### src/rtl/key_debounce_scheduler.sv
// Debounces a bank of pushbuttons with one shared tick timer, serving keys whose
// synchronized level differs from the committed level in round-robin order.
module key_debounce_scheduler #(
  parameter int N_KEYS       = 4,
  parameter int TICK_DIV     = 100000,
  parameter int STABLE_TICKS = 15,
  parameter int IDX_W        = $clog2(N_KEYS)
) (
  input  logic              clk,
  input  logic              rst,
  input  logic [N_KEYS-1:0] key_in,
  output logic [N_KEYS-1:0] key_level,
  output logic [N_KEYS-1:0] key_press,
  output logic [N_KEYS-1:0] key_release,
  output logic              busy,
  output logic [IDX_W-1:0]  active_idx
);

  localparam int DIV_W = (TICK_DIV > 1) ? $clog2(TICK_DIV) : 1;
  localparam int CNT_W = (STABLE_TICKS > 1) ? $clog2(STABLE_TICKS) : 1;

  typedef enum logic [1:0] {SCAN, TIMING, COMMIT} state_t;

  state_t            state, state_d;
  logic [N_KEYS-1:0] s1, s2, mm;
  logic [N_KEYS-1:0] level_d, press_d, release_d;
  logic [IDX_W-1:0]  rr, rr_d, idx_d, pick, next_idx;
  logic              pick_valid;
  logic              cand, cand_d;
  logic [DIV_W-1:0]  div, div_d;
  logic [CNT_W-1:0]  tcnt, tcnt_d;
  logic              tick;

  assign mm       = s2 ^ key_level;
  assign tick     = (div == DIV_W'(TICK_DIV - 1));
  assign busy     = (state != SCAN);
  assign next_idx = (active_idx == IDX_W'(N_KEYS - 1)) ? '0 : active_idx + IDX_W'(1);

  // Circular first-set search starting at the round-robin pointer
  always_comb begin
    int j;
    logic [IDX_W-1:0] jj;
    pick       = '0;
    pick_valid = 1'b0;
    j          = 0;
    jj         = '0;
    for (int i = 0; i < N_KEYS; i++) begin
      j  = (int'(rr) + i) % N_KEYS;
      jj = IDX_W'(j);
      if (!pick_valid && mm[jj]) begin
        pick       = jj;
        pick_valid = 1'b1;
      end
    end
  end

  always_comb begin
    state_d   = state;
    rr_d      = rr;
    idx_d     = active_idx;
    cand_d    = cand;
    div_d     = div;
    tcnt_d    = tcnt;
    level_d   = key_level;
    press_d   = '0;
    release_d = '0;
    case (state)
      SCAN: begin
        if (pick_valid) begin
          idx_d   = pick;
          cand_d  = s2[pick];
          div_d   = '0;
          tcnt_d  = '0;
          state_d = TIMING;
        end
      end
      TIMING: begin
        // A level change on the timed key wins over a coincident tick
        if (s2[active_idx] != cand) begin
          rr_d    = next_idx;
          state_d = SCAN;
        end else begin
          div_d = tick ? '0 : div + DIV_W'(1);
          if (tick) begin
            if (tcnt == CNT_W'(STABLE_TICKS - 1)) state_d = COMMIT;
            else                                   tcnt_d  = tcnt + CNT_W'(1);
          end
        end
      end
      COMMIT: begin
        level_d[active_idx]   = cand;
        press_d[active_idx]   = cand;
        release_d[active_idx] = ~cand;
        rr_d                  = next_idx;
        state_d               = SCAN;
      end
      default: state_d = SCAN;
    endcase
  end

  always_ff @(posedge clk or negedge rst) begin
    if (!rst) state <= SCAN;
    else      state <= state_d;
  end

  always_ff @(posedge clk or negedge rst) begin
    if (!rst) begin
      s1          <= '0;
      s2          <= '0;
      key_level   <= '0;
      key_press   <= '0;
      key_release <= '0;
      active_idx  <= '0;
      rr          <= '0;
      cand        <= 1'b0;
      div         <= '0;
      tcnt        <= '0;
    end else begin
      s1          <= key_in;
      s2          <= s1;
      key_level   <= level_d;
      key_press   <= press_d;
      key_release <= release_d;
      active_idx  <= idx_d;
      rr          <= rr_d;
      cand        <= cand_d;
      div         <= div_d;
      tcnt        <= tcnt_d;
    end
  end

endmodule

### config.mk
export PLATFORM = sky130hd
export DESIGN_NAME = key_debounce_scheduler
export DESIGN_NICKNAME = d
export VERILOG_FILES = /design/src/rtl/key_debounce_scheduler.sv
export SDC_FILE = /design/constraint.sdc
export NUM_CORES = 1
export LEC_CHECK = 0
export CORE_MARGIN = 2
export CORE_UTILIZATION = 24
export DETAILED_ROUTE_END_ITERATION = 12
export DONT_BUFFER_PORTS = 1
export GPL_ROUTABILITY_DRIVEN = 0
export SLEW_MARGIN = 20
export SYNTH_ARGS = -nofsm -noshare
export SYNTH_HDL_FRONTEND = slang
export SYNTH_SLANG_ARGS = --single-unit
### constraint.sdc
create_clock -name clk -period 2.55 [get_ports clk]
set_input_delay 0.3825 -clock clk [delete_from_list [all_inputs] [get_ports clk]]
set_output_delay 0.3825 -clock clk [all_outputs]
set_load 0.02 [all_outputs]
==> metrics <==
outcome=finished, final reports clean; total power=~2.4 mW; Place WS=196 ps; final net count=about 250; final setup fails=0; clk buf depth=2; core area=approximately 9700 um^2; Max FO, Critical Path=5; top post-synthesis cells by count=dfrtp_1 (48), o21ai_0 (18), nand2_1 (16), nand3_1 (16), inv_1 (12); largest cells by area after synthesis=dfrtp_1 (50%), o21ai_0 (3.8%), ha_1 (3.7%); final wirelength=~5000 um; drt initial violations=80; CTS tree=built; Clock Skew=between 10 and 15 ps; Max-Slew Margin vs Limit=0.339; placed instance count=around 370; CP arrival=between 2000 and 3000 ps; TritonCTS Sinks=48; aggregate global routing overflow=0; Syn Std Cell Area=roughly 2400 um^2; n_diodes=0; first-pass iteration count of the detailed router=4; residual antenna-violating net count after detailed routing=0; Max Fclk=around 420 MHz; clock network latency to the later pin of the worst-skew pair=around 310 ps; initial antenna violation count=1; Die Span Y=~100 um; Area Growth Syn to Fin=15.3%; vias in the first global route=1713; Wirelength per Cell=13.3 um; Worst setup EP type=flop; die width=104 um; port bufs=0; Syn Inst Count=228; post-synthesis net count=241; Fin. Hold Viols=0; Tcrit/Tclk final=0.937; Power Dens Cells=slightly below 900 nW/um^2; peak supply drop=between 0.2 and 0.3 mV; routed vias=1786; top_reg_cell synth=dfrtp_1; share of cells above drive strength 1=0.132; HPWL after detailed placement=~3500 um; Seq/Total Area, Yosys=0.504; fill cell count=990; I/O Pins=21; PostCTS Resize Cnt=0; asr flop ratio synth=1.00; H-tree level count=2; FP Rows=36; Worst Tran Pin Value=991 ps; postcts setup bufs=0; Pleak=1.21 nW; CP startpoint=div[5]; Avg Cell Area, Syn=10.4 um^2; first-pass GRT wire length=around 8400 um; top-count cell post-synth=dfrtp_1; number of distinct library cells after synthesis=43; DR DRC count=0; Starting Density=0.246; Crit-path slowest cell=or4_4; Min-Delay Path Class=in -> reg; Slew Viols, Final=0; slowest stage delay, CP=between 500 and 600 ps; clock slew at reported path FFs=around 100 ps; Die ar.=approximately 11000 um^2; Num CTS Buffers=5; WP data required=between 2000 and 3000 ps; area leader, netlist=dfrtp_1; startpoint types=flop; vias per inst=approximately 4.8; CTS root buffer=clkbuf_8; CP Class=reg -> reg; Post-synth EDFFs=0; Hold Startpoint=key_in[2]; Final min period=approximately 2400 ps; fin cells=375; smallest setup slack after layout=159 ps; Layout Utilization=0.284; maxcap violations=0; Final TNS setup=0 ps; YS warnings=0; FF+latch count, synth=between 40 and 50; worst reg2reg path startpoint=div[5]; crit path cell chain=or4_4 > or3_4 > o31a_1 > or4_1 > a21boi_1; top cell type's share of synthesized area=0.504; pin count of the biggest net entering global routing=49; RSZ-0062 raised after global routing=false; overall routing resource usage=0.0969
power by group:
part / switching (mW) / internal (mW) / total (mW)
sequential: 0.0864 / 0.840 / 0.927
combinational: 0.550 / 0.376 / 0.926
clock: 0.278 / 0.296 / 0.574
total: 0.915 / 1.51 / 2.43
per-layer routing:
layer  vias to the layer above  wire [um]  global-route usage
li1                        856          -                   -
met1                       884       2340               0.126
met2                        34       2310               0.148
met3                        10        216              0.0277
met4                         2        118              0.0473
met5                         -         11                   0
sequential cells by signal (all words and copies together), names as in the netlist:
name         count
active_idx       2
cand             1
div             17
key_level        4
key_press        4
key_release      4
rr               2
s1               4
s2               4
state            2
tcnt             4
repair_timing:
item / 4_1_cts / 5_1_grt
hold buffers: 2 / 0
endpoints found under the hold margin: 48 / 0
endpoints found under the setup margin: 0 / 0
through the flow:
stage	hold WS (ps)	instance area [um^2]
after detailed placement	89.4	2590
after CTS	88.1	2750
after floorplan	86.9	2380
final	101	2750
after global routing	75.4	2750
after global placement	89.4	2590
cells by family after synthesis:
kind of cell,share of synthesized area
flip-flops,0.504
AO/OA/AOI/OAI,0.152
adder cells (fa/ha/maj),0.0368
XOR/XNOR,0.0221
multiplexers,0.0457
AND/OR/NAND/NOR,0.207
buffers and inverters,0.0315
cells in the final DEF, fill, tap and decap left out, types with 9 or more instances in the layout:
cell type   n
dfrtp_1    48
o21ai_0    18
nand2_1    16
nand3_1    16
inv_1      12
a21oi_1    11
or4_1      10
buf_4      10
nor2_1      9
critical path, delay by kind of cell (launching register included):
family	cells	cell delay (ps)
simple gates	3	1440
flops	1	440
compound gates	2	440
layout make-up:
class,instances,area [um^2],area share
flip-flops and latches,48,1200,0.437
multi-input cells,162,1110,0.403
well taps,133,166,0.0606
repair buffers,12,113,0.0410
clock buffers,5,68.8,0.0251
clock inverters,3,46.3,0.0169
inverters,12,45.0,0.0164
final timing paths:
kind | end | slack [ps] | cells after the start
worst max-delay path | tcnt[3] | 160 | 5
worst min-delay path | s1[2] | 100 | 0
worst max register to register | tcnt[3] | 160 | 5
worst min register to register | s2[3] | 360 | 0
max in group asynchronous | active_idx[1] | 1750 | 2
min in group asynchronous | div[13] | 590 | 2
Power figures use the tool's default switching activity.
